### config.mk
export PLATFORM = sky130hd
export DESIGN_NAME = output_preprocessor_mc
export DESIGN_NICKNAME = d
export VERILOG_FILES = /design/src/rtl/opp_pkg.sv /design/src/rtl/signed_saturate.sv /design/src/rtl/output_preprocessor_mc.sv
export SDC_FILE = /design/constraint.sdc
export NUM_CORES = 1
export LEC_CHECK = 0
export CORE_ASPECT_RATIO = 1.4
export CORE_MARGIN = 4
export CORE_UTILIZATION = 32
export CTS_CLUSTER_SIZE = 30
export DETAILED_ROUTE_END_ITERATION = 12
export HOLD_SLACK_MARGIN = 0.08
export PLACE_DENSITY_LB_ADDON = 0.12
export SYNTH_ARGS = -nofsm -noshare
export SYNTH_HDL_FRONTEND = slang
export SYNTH_SLANG_ARGS = --single-unit
### constraint.sdc
create_clock -name clk_in -period 9.7 [get_ports clk_in]
set_input_delay 0.97 -clock clk_in [delete_from_list [all_inputs] [get_ports clk_in]]
set_output_delay 0.97 -clock clk_in [all_outputs]
set_load 0.01 [all_outputs]
### src/rtl/opp_pkg.sv
// opp_pkg: shared types and clamp helper for the multi-channel output preprocessor.
package opp_pkg;
   localparam int P_W_CHAN = 3;
   localparam int P_W_OUT  = 16;
   localparam int P_W_MULT = 8;

   typedef struct packed {
      logic signed [P_W_OUT-1:0] hi;
      logic signed [P_W_OUT-1:0] lo;
      logic signed [P_W_OUT-1:0] init;
      logic [P_W_MULT-1:0]       mult;
   } chan_par_t;

   typedef struct packed {
      logic                v;
      logic [P_W_CHAN-1:0] ch;
      logic                sat;
   } stage_tag_t;

   // Upper bound first, then lower bound, so an inverted window yields lo.
   function automatic logic [P_W_OUT:0] clamp(input logic signed [P_W_OUT-1:0] v,
                                              input logic signed [P_W_OUT-1:0] hi,
                                              input logic signed [P_W_OUT-1:0] lo);
      logic signed [P_W_OUT-1:0] t;
      t = (v > hi) ? hi : v;
      t = (t < lo) ? lo : t;
      return {t != v, t};
   endfunction
endpackage

### src/rtl/signed_saturate.sv
// signed_saturate: narrows a signed value to W_O bits, saturating and flagging overflow.
module signed_saturate #(
   parameter int W_I = 25,
   parameter int W_O = 16
) (
   input  logic signed [W_I-1:0] a,
   output logic signed [W_O-1:0] y,
   output logic                  ovf
);
   localparam logic signed [W_I-1:0] HI = W_I'((2 ** (W_O - 1)) - 1);
   localparam logic signed [W_I-1:0] LO = ~HI;

   always_comb begin
      ovf = (a > HI) || (a < LO);
      y   = ovf ? (a[W_I-1] ? W_O'(LO) : W_O'(HI)) : W_O'(a);
   end
endmodule

### src/rtl/output_preprocessor_mc.sv
// output_preprocessor_mc: 4-stage per-channel scale / accumulate / lock-select / clamp pipeline
// with single-cycle per-channel parameter writes.
module output_preprocessor_mc
   import opp_pkg::*;
#(
   parameter int N_CHAN     = 8,
   parameter int W_CHAN     = P_W_CHAN,
   parameter int W_IN       = 18,
   parameter int W_OUT      = P_W_OUT,
   parameter int W_MULT     = P_W_MULT,
   parameter int OMAX_INIT  = 9999,
   parameter int OMIN_INIT  = 1111,
   parameter int OINIT_INIT = 5000,
   parameter int MULT_INIT  = 1
) (
   input  logic                     clk_in,
   input  logic                     reset_in,
   input  logic signed [W_IN-1:0]   data_in,
   input  logic [W_CHAN-1:0]        chan_in,
   input  logic                     data_valid_in,
   input  logic [N_CHAN-1:0]        lock_en_in,
   input  logic [W_CHAN-1:0]        update_chan_in,
   input  logic signed [W_OUT-1:0]  output_max_in,
   input  logic signed [W_OUT-1:0]  output_min_in,
   input  logic signed [W_OUT-1:0]  output_init_in,
   input  logic [W_MULT-1:0]        multiplier_in,
   input  logic                     update_en_in,
   input  logic                     update_in,
   output logic signed [W_OUT-1:0]  data_out,
   output logic [W_CHAN-1:0]        chan_out,
   output logic                     data_valid_out,
   output logic                     sat_out
);
   localparam int W_P = W_OUT + W_MULT + 1;
   localparam logic [W_CHAN:0] NC = (W_CHAN + 1)'(N_CHAN);

   chan_par_t               par  [N_CHAN];
   logic signed [W_OUT-1:0] prev [N_CHAN];
   stage_tag_t              t1, t2, t3;
   logic signed [W_OUT-1:0] x, r1_x, p, r2_p, prev_rd, s, r3_s, pre, v;
   logic signed [W_P-1:0]   prod;
   logic signed [W_OUT:0]   sum;
   logic                    p_sat, s_sat, c_sat;

   generate
      if (W_OUT < W_IN) begin : g_trunc
         assign x = W_OUT'(data_in >>> (W_IN - W_OUT));
      end else begin : g_ext
         assign x = W_OUT'(data_in);
      end
   endgenerate

   always_comb prod = W_P'(r1_x) * W_P'($signed({1'b0, par[t1.ch].mult}));

   signed_saturate #(.W_I(W_P), .W_O(W_OUT)) u_sat_s2 (.a(prod), .y(p), .ovf(p_sat));

   // S4 result is forwarded so back-to-back samples of one channel see each other.
   always_comb begin
      prev_rd = (t3.v && t3.ch == t2.ch) ? v : prev[t2.ch];
      sum     = (W_OUT + 1)'(r2_p) + (W_OUT + 1)'(prev_rd);
   end

   signed_saturate #(.W_I(W_OUT + 1), .W_O(W_OUT)) u_sat_s3 (.a(sum), .y(s), .ovf(s_sat));

   always_comb begin
      pre        = lock_en_in[t3.ch] ? r3_s : par[t3.ch].init;
      {c_sat, v} = clamp(pre, par[t3.ch].hi, par[t3.ch].lo);
   end

   always_ff @(posedge clk_in) begin
      if (reset_in) begin
         t1             <= '0;
         t2             <= '0;
         t3             <= '0;
         data_out       <= '0;
         chan_out       <= '0;
         data_valid_out <= 1'b0;
         sat_out        <= 1'b0;
         for (int i = 0; i < N_CHAN; i++) begin
            par[i]  <= '{hi: W_OUT'(OMAX_INIT), lo: W_OUT'(OMIN_INIT),
                         init: W_OUT'(OINIT_INIT), mult: W_MULT'(MULT_INIT)};
            prev[i] <= W_OUT'(OINIT_INIT);
         end
      end else begin
         t1             <= '{v: data_valid_in && ({1'b0, chan_in} < NC), ch: chan_in, sat: 1'b0};
         r1_x           <= x;
         t2             <= '{v: t1.v, ch: t1.ch, sat: t1.sat | p_sat};
         r2_p           <= p;
         t3             <= '{v: t2.v, ch: t2.ch, sat: t2.sat | s_sat};
         r3_s           <= s;
         data_valid_out <= t3.v;
         if (t3.v) begin
            data_out    <= v;
            chan_out    <= t3.ch;
            sat_out     <= t3.sat | c_sat;
            prev[t3.ch] <= v;
         end
         // A parameter write overrides a same-cycle writeback of prev.
         if (update_in && update_en_in && ({1'b0, update_chan_in} < NC)) begin
            par[update_chan_in]  <= '{hi: output_max_in, lo: output_min_in,
                                      init: output_init_in, mult: multiplier_in};
            prev[update_chan_in] <= output_init_in;
         end
      end
   end
endmodule

* After elaboration in Yosys (flattened, before gate mapping)
Memories as Yosys holds them, arrays and structs flattened. A register that Yosys moved wholly into a read port is not among the register bits.
Cells that the tools add are included.
** Word-level totals
- Register bits :: 84
- Memory bits (writable) :: 576
- Memories kept :: 2
- Word-level logic and storage cells :: 69
- Bits of input ports :: 93
** Operators by class
- Mux-type cells :: 30
- Multipliers :: 1
- $lt $le $gt $ge :: 7
- Equality and inequality tests :: 2
- $add $sub $neg :: 1
- Reductions and logical operators :: 7
- Bitwise operators :: 3
** Memories
- par :: words 8, bits a word 56, read ports 2, clocked after memory_dff 2, wr ports 8, RTL line output_preprocessor_mc.sv:37 : chan_par_t par [N_CHAN];
- prev :: words 8, bits a word 16, read ports 1, clocked after memory_dff 1, wr ports 8, RTL line output_preprocessor_mc.sv:38 : logic signed [W_OUT-1:0] prev [N_CHAN];
** Operators with widths (number)
- $mux 16 :: 10
- $mux 56 :: 1
- $reduce_or 56->1 :: 1
- $reduce_or 16->1 :: 2
- $gt 25x16->1 const B :: 1
- $lt 25x16->1 const B :: 1
- $mul 16x9->25 :: 1
- $mux 3 :: 6
- $add 16x16->17 :: 1
- $gt 17x16->1 const B :: 1
- $lt 17x16->1 const B :: 1
- $gt 16x16->1 :: 1
- $lt 16x16->1 :: 1
- $ne 16x16->1 :: 1
- $mux 1 :: 12
- $lt 3x4->1 const B :: 1
- $bmux 1 s3 :: 1
- $eq 3x3->1 :: 1
- $or 1x1->1 :: 3
- $logic_and 1x1->1 :: 2
- $logic_or 1x1->1 :: 2

* Longest topological paths before layout
- Depth in word-level cells :: 12
- Depth in mapped cells :: 45
- Gate-level depth less buffers :: 37

* By module
A second synthesis with hierarchy kept.
** Unflattened totals
- Cell total of the unflattened synthesis :: 2937
- Area, all modules :: 36108.4 µm²
** Modules (own cells, without submodules)
- output_preprocessor_mc :: times used 1, cells an instance 2824, area an instance 35387.7 µm², seq. area each 19438.6 µm²
- signed_saturate at u_sat_s2 :: times used 1, cells an instance 62, area an instance 451.7 µm², seq. area each 0.0 µm²
- signed_saturate at u_sat_s3 :: times used 1, cells an instance 51, area an instance 269.0 µm², seq. area each 0.0 µm²

* Worst setup path before layout
No wires, ideal clock.
- Path type :: input to register
- Start :: in lock_en_in[6]
- End :: reg r3_s[0] (data pin)
- Arrival :: 8523 ps
- Slack :: 911 ps
- Buffers on the path :: 6
- Required time :: 9434 ps
- Stages on the path :: 40
- Setup time :: 266 ps
- Cells stage by stage :: mux2i_1 -> mux4_2 -> o21ai_2 -> buf_2 -> buf_2 -> a41oi_1 -> a21oi_1 -> inv_1 -> ha_1 -> and3_1 -> nand4_1 -> o31a_1 -> o31a_1 -> nor2_2 -> buf_2 -> mux2i_1 -> ha_1 -> a21o_1 -> [... 4 more ...] -> o31ai_4 -> buf_6 -> mux2i_1 -> clkbuf_1 -> mux2i_1 -> ha_1 -> a21o_1 -> a21oi_1 -> nor2b_1 -> o21a_1 -> o211ai_1 -> a31oi_1 -> a21o_1 -> a21oi_1 -> xnor2_1 -> nor2_1 -> clkbuf_1 -> nor2_1
** Between the ends
- Cells in the longest elaborated chain, start to end :: 12
- Elaborated cells on any way between the ends :: 14
** Ends and longest elaborated chain
- start, declared :: RTL line output_preprocessor_mc.sv:21 : input logic [N_CHAN-1:0] lock_en_in,
- $bmux 1 s3 * :: RTL line output_preprocessor_mc.sv:66 : pre = lock_en_in[t3.ch] ? r3_s : par[t3.ch].init;
- $mux 1 (implied by the code) * :: RTL line output_preprocessor_mc.sv:66
- $mux 16 * :: RTL line output_preprocessor_mc.sv:66
- $gt 16x16->1 :: RTL line opp_pkg.sv:25 : t = (v > hi) ? hi : v;
- $mux 16 * :: RTL line opp_pkg.sv:25
- $lt 16x16->1 :: RTL line opp_pkg.sv:26 : t = (t < lo) ? lo : t;
- $mux 16 * :: RTL line opp_pkg.sv:26
- $mux 16 * :: RTL line output_preprocessor_mc.sv:59 : prev_rd = (t3.v && t3.ch == t2.ch) ? v : prev[t2.ch];
- $add 16x16->17 * :: RTL line output_preprocessor_mc.sv:60 : sum = (W_OUT + 1)'(r2_p) + (W_OUT + 1)'(prev_rd);
- $gt 17x16->1 / $lt 17x16->1 (equally long branches) :: RTL line signed_saturate.sv:14 : ovf = (a > HI) || (a < LO);
- $logic_or 1x1->1 :: RTL line signed_saturate.sv:14
- $mux 16 * :: RTL line signed_saturate.sv:15 : y = ovf ? (a[W_I-1] ? W_O'(LO) : W_O'(HI)) : W_O'(a);
- via s[0] :: RTL line output_preprocessor_mc.sv:40 : logic signed [W_OUT-1:0] x, r1_x, p, r2_p, prev_rd, s, r3_s, pre, v;
- end signal, assigned :: RTL line output_preprocessor_mc.sv:90 : r3_s <= s;
- end, declared :: RTL line output_preprocessor_mc.sv:40
The timed path passes the listed nets; every way through them passes the cells marked *. The select of a mux whose other input is x is not followed.
A chain may end at the register's enable or synchronous reset.

* Worst setup path in the final report
- Start :: reg t3[3] in the netlist's numbering
- End :: reg r3_s[10] (data pin)
** Between the ends
- Cells in the longest elaborated chain, start to end :: 12
- Elaborated cells on any way between the ends :: 16
** Ends and longest elaborated chain
- start, declared :: RTL line output_preprocessor_mc.sv:39 : stage_tag_t t1, t2, t3;
- start signal, assigned :: RTL line output_preprocessor_mc.sv:89 : t3 <= '{v: t2.v, ch: t2.ch, sat: t2.sat | s_sat};
- $bmux 1 s3 :: RTL line output_preprocessor_mc.sv:66
- $mux 1 (implied by the code) :: RTL line output_preprocessor_mc.sv:66
- $mux 16 :: RTL line output_preprocessor_mc.sv:66
- $gt 16x16->1 :: RTL line opp_pkg.sv:25
- $mux 16 :: RTL line opp_pkg.sv:25
- $lt 16x16->1 :: RTL line opp_pkg.sv:26
- $mux 16 :: RTL line opp_pkg.sv:26
- $mux 16 * :: RTL line output_preprocessor_mc.sv:59
- $add 16x16->17 * :: RTL line output_preprocessor_mc.sv:60
- $gt 17x16->1 / $lt 17x16->1 (equally long branches) :: RTL line signed_saturate.sv:14
- $logic_or 1x1->1 :: RTL line signed_saturate.sv:14
- $mux 16 * :: RTL line signed_saturate.sv:15
- via s[10] :: RTL line output_preprocessor_mc.sv:40
Marks and branches as above.

==> summary.txt <==
Run status
  • Status: finished clean

Setup path
  • Worst setup EP type: register
  • CP max stage cell: nor3b_4
  • Most frequent CP cell: a21o_1
  • WP data required: 10,080 ps
  • Max stage delay on crit path: 730 ps
  • FF-to-FF path depth: 36
  • Critical path class: reg -> reg
  • Startpoint Class: register
  • CP max FO: 16
  • CP arrival: 9500 ps

Clocking
  • Clk Tree Root Cell: clkbuf_16
  • H-tree Lvls: 3
  • CTS hold repair buffers: 0
  • Worst skew pair latency: 670 ps
  • Buffer levels on the longest clock path: 3
  • Reg clk slew, reported paths: 60 ps
  • Num Clock Sinks: 659
  • Cts bufs inserted: 73
  • TritonCTS clock tree: yes
  • Post-CTS setup buffer count: 0

Routing
  • Initial DRC count: 2,193
  • Wl on met1: 50.4 mm
  • 1st-pass router iterations: 5
  • Routed Antenna Nets: 0
  • Metal3 WL: 7.45 mm
  • Avg WL per Cell: 28.9 µm
  • Vias per inst: 5.49
  • Met2 wire length: 64.0 mm
  • Vias post-DR: 24,295
  • Max layer used: met5
  • # DRC: 0
  • Total Wirelength: 128 mm

GRT
  • Antenna violations before repair: 10
  • First-pass GRT wire length: 184 mm
  • Global Route Usage Sum: 21.9%
  • GRT overflow: 0
  • Largest net degree at the start of global routing: 89
  • Vias in the first global route: 25,564

STA
  • Fmax: 110 MHz
  • Slew Limit Headroom: 22.6%
  • Fin crit share: 94.0%
  • Max Slew Vio Count: 0
  • Endpoints failing hold: 0
  • Final Skew: 38.7 ps
  • Final worst path period need: 9120 ps
  • Slew @ Worst Pin: 1160 ps
  • Setup TNS: 0 ps
  • Final setup vio count: 0
  • RSZ-0062 raised after global routing: no

Synthesis
  • Syn nets: 3,091
  • Sequential-to-total area share from yosys stat: 55.0%
  • Mean Syn Cell Area: 12.6 µm²
  • Ys flop type: edfxtp_1
  • Synth Cell Area: 0.0353 mm²
  • FFs w/ async S/R, synth: 0%
  • Post-synth top area cell: edfxtp_1
  • Register bit total from synthesis: 659
  • Ranking of synthesized cells by area: edfxtp_1 53%, fa_1 5.8%, and3_1 4.2%, ha_1 3.4%, mux4_2 3.3%
  • Synth Instances: 2,798
  • Post-synth EDFFs: 624
  • Synth Warn #: 0
  • Synth top area share: 53.1%
  • Post-synth cell types: 70

Power and ir drop
  • Power Density: 275 mW/mm²
  • Total power draw: 11,300 µW
  • Lkg Pwr: 0.0156 µW
  • Worst VDD drop: 0.000305 V

Layout
  • Commonest non-fill, non-tap cell in the layout: edfxtp_1
  • Area delta synth->final: 16.5%
  • NumNets Final: 3,212
  • Share of cells above drive strength 1: 12.3%
  • Final core utilization: 37.7%
  • # fillers: 10,606
  • Most frequent cells in the layout: 624 x edfxtp_1, 238 x and3_1, 181 x inv_1

Placed design
  • Number of I/O port buffers: 111
  • Gpl congestion: 0.899
  • DP Wirelength: 82.6 mm

Floorplan
  • CORE AREA: 0.109 mm²
  • Starting Density: 32.4%
  • I/O pin count: 114
  • Die extent in x: 289 µm
  • Die Ht: 401 µm
  • Cell row count: 143
  • Full die area: 0.116 mm²

Hold path
  • Hold Path Stages: 1
  • Hold crit path type: reg -> reg

Flow run
  • Max-cap violations: 0
## routing by layer
metal  up-vias  global-route usage [%]
met4         6                    9.37
met2       921                    37.9
met1     12493                    27.3
met3       230                    3.12
met5         -                       0
li1      10645                       -
## where the power goes
group	switching (µW)	internal, µW
registers	128	3500
clock network	1210	1620
logic	3000	1860
total	4340	6990
## worst max-delay path, delay by kind of cell, from the launching register on
family	cells	cell delay (ps)
flip-flops	1	670
AND/OR/NAND/NOR	6	1690
buffers and inverters	5	1190
adder cells (fa/ha/maj)	3	890
AO/OA/AOI/OAI	18	3600
multiplexers	3	620
XOR/XNOR	1	120
## logic make-up (layout without fill, tap and decap cells)
family                   after synthesis  count (layout)  share of synthesized area (%)
AND/OR/NAND/NOR                      846             846                           13.9
adder cells (fa/ha/maj)              200             200                           9.28
AO/OA/AOI/OAI                        530             530                           10.7
buffers and inverters                383             557                           4.27
multiplexers                         126             126                           5.46
XOR/XNOR                              54              54                           1.34
other                                  0               4                              0
flip-flops                           659             659                           55.0
## registers in the layout, indices dropped and copies added, names as in the netlist, 3 cells and up
register  flops
par         448
prev        128
data_out     16
r1_x         16
r2_p         16
r3_s         16
t2            5
t3            5
t1            4
chan_out      3
## through the flow
step	std cells	hold WS [ps]	area (µm²)	setup slack (ps)
detailed placement	4294	429	38700	216
CTS	4422	441	41100	535
finish	4426	438	41100	580
global placement	4294	419	38700	246
global route	4423	455	41100	63.4
floorplan	2798	414	35300	911
## path summary, 6_finish.rpt
check	startpoint	to	slack, ps
min	t2[4]	t3[4]	440
max reg2reg	t3[3]	r3_s[10]	580
max	t3[3]	r3_s[10]	580
min reg2reg	t2[4]	t3[4]	440
## cell usage after synthesis (4+ instances only)
library cell / instances
a21o_1: 46
buf_6: 4
nor2_1: 55
nor4_1: 6
dfxtp_1: 35
nand3_1: 20
o221ai_1: 4
nand4_1: 13
clkbuf_1: 147
a41oi_1: 12
o21a_1: 18
and4_1: 9
o21ai_0: 33
xor2_1: 18
buf_2: 32
nor3_1: 15
a31oi_1: 10
a21oi_1: 80
and2_1: 85
xnor2_1: 36
ha_1: 97
mux4_2: 51
mux2_2: 21
a211o_1: 4
a22o_1: 14
mux2i_1: 51
buf_1: 17
nor2b_1: 99
a221oi_1: 19
a222oi_1: 4
a211oi_1: 18
o21bai_1: 68
fa_1: 103
nand2b_1: 56
edfxtp_1: 624
a22oi_1: 128
and3_1: 238
o211ai_1: 13
or3_1: 124
a21boi_0: 32
or2_2: 4
nand2_1: 112
inv_1: 181
## cell type report
cell class / count / area, µm² / area share [%]
well taps: 1450 / 1810 / 4.41
flip-flops and latches: 659 / 19400 / 47.3
diodes: 4 / 10.0 / 0.0243
multi-input cells: 1756 / 14600 / 35.5
repair buffers: 246 / 2180 / 5.30
inverters: 183 / 688 / 1.67
clock inverters: 38 / 464 / 1.13
clock buffers: 90 / 1930 / 4.70
## timing repair
item / in CTS / in global routing
setup endpoints to repair: 0 / 7
endpoints found under the hold margin: 0 / 0
gates resized for setup: 0 / 1
Power figures use the tool's default switching activity.
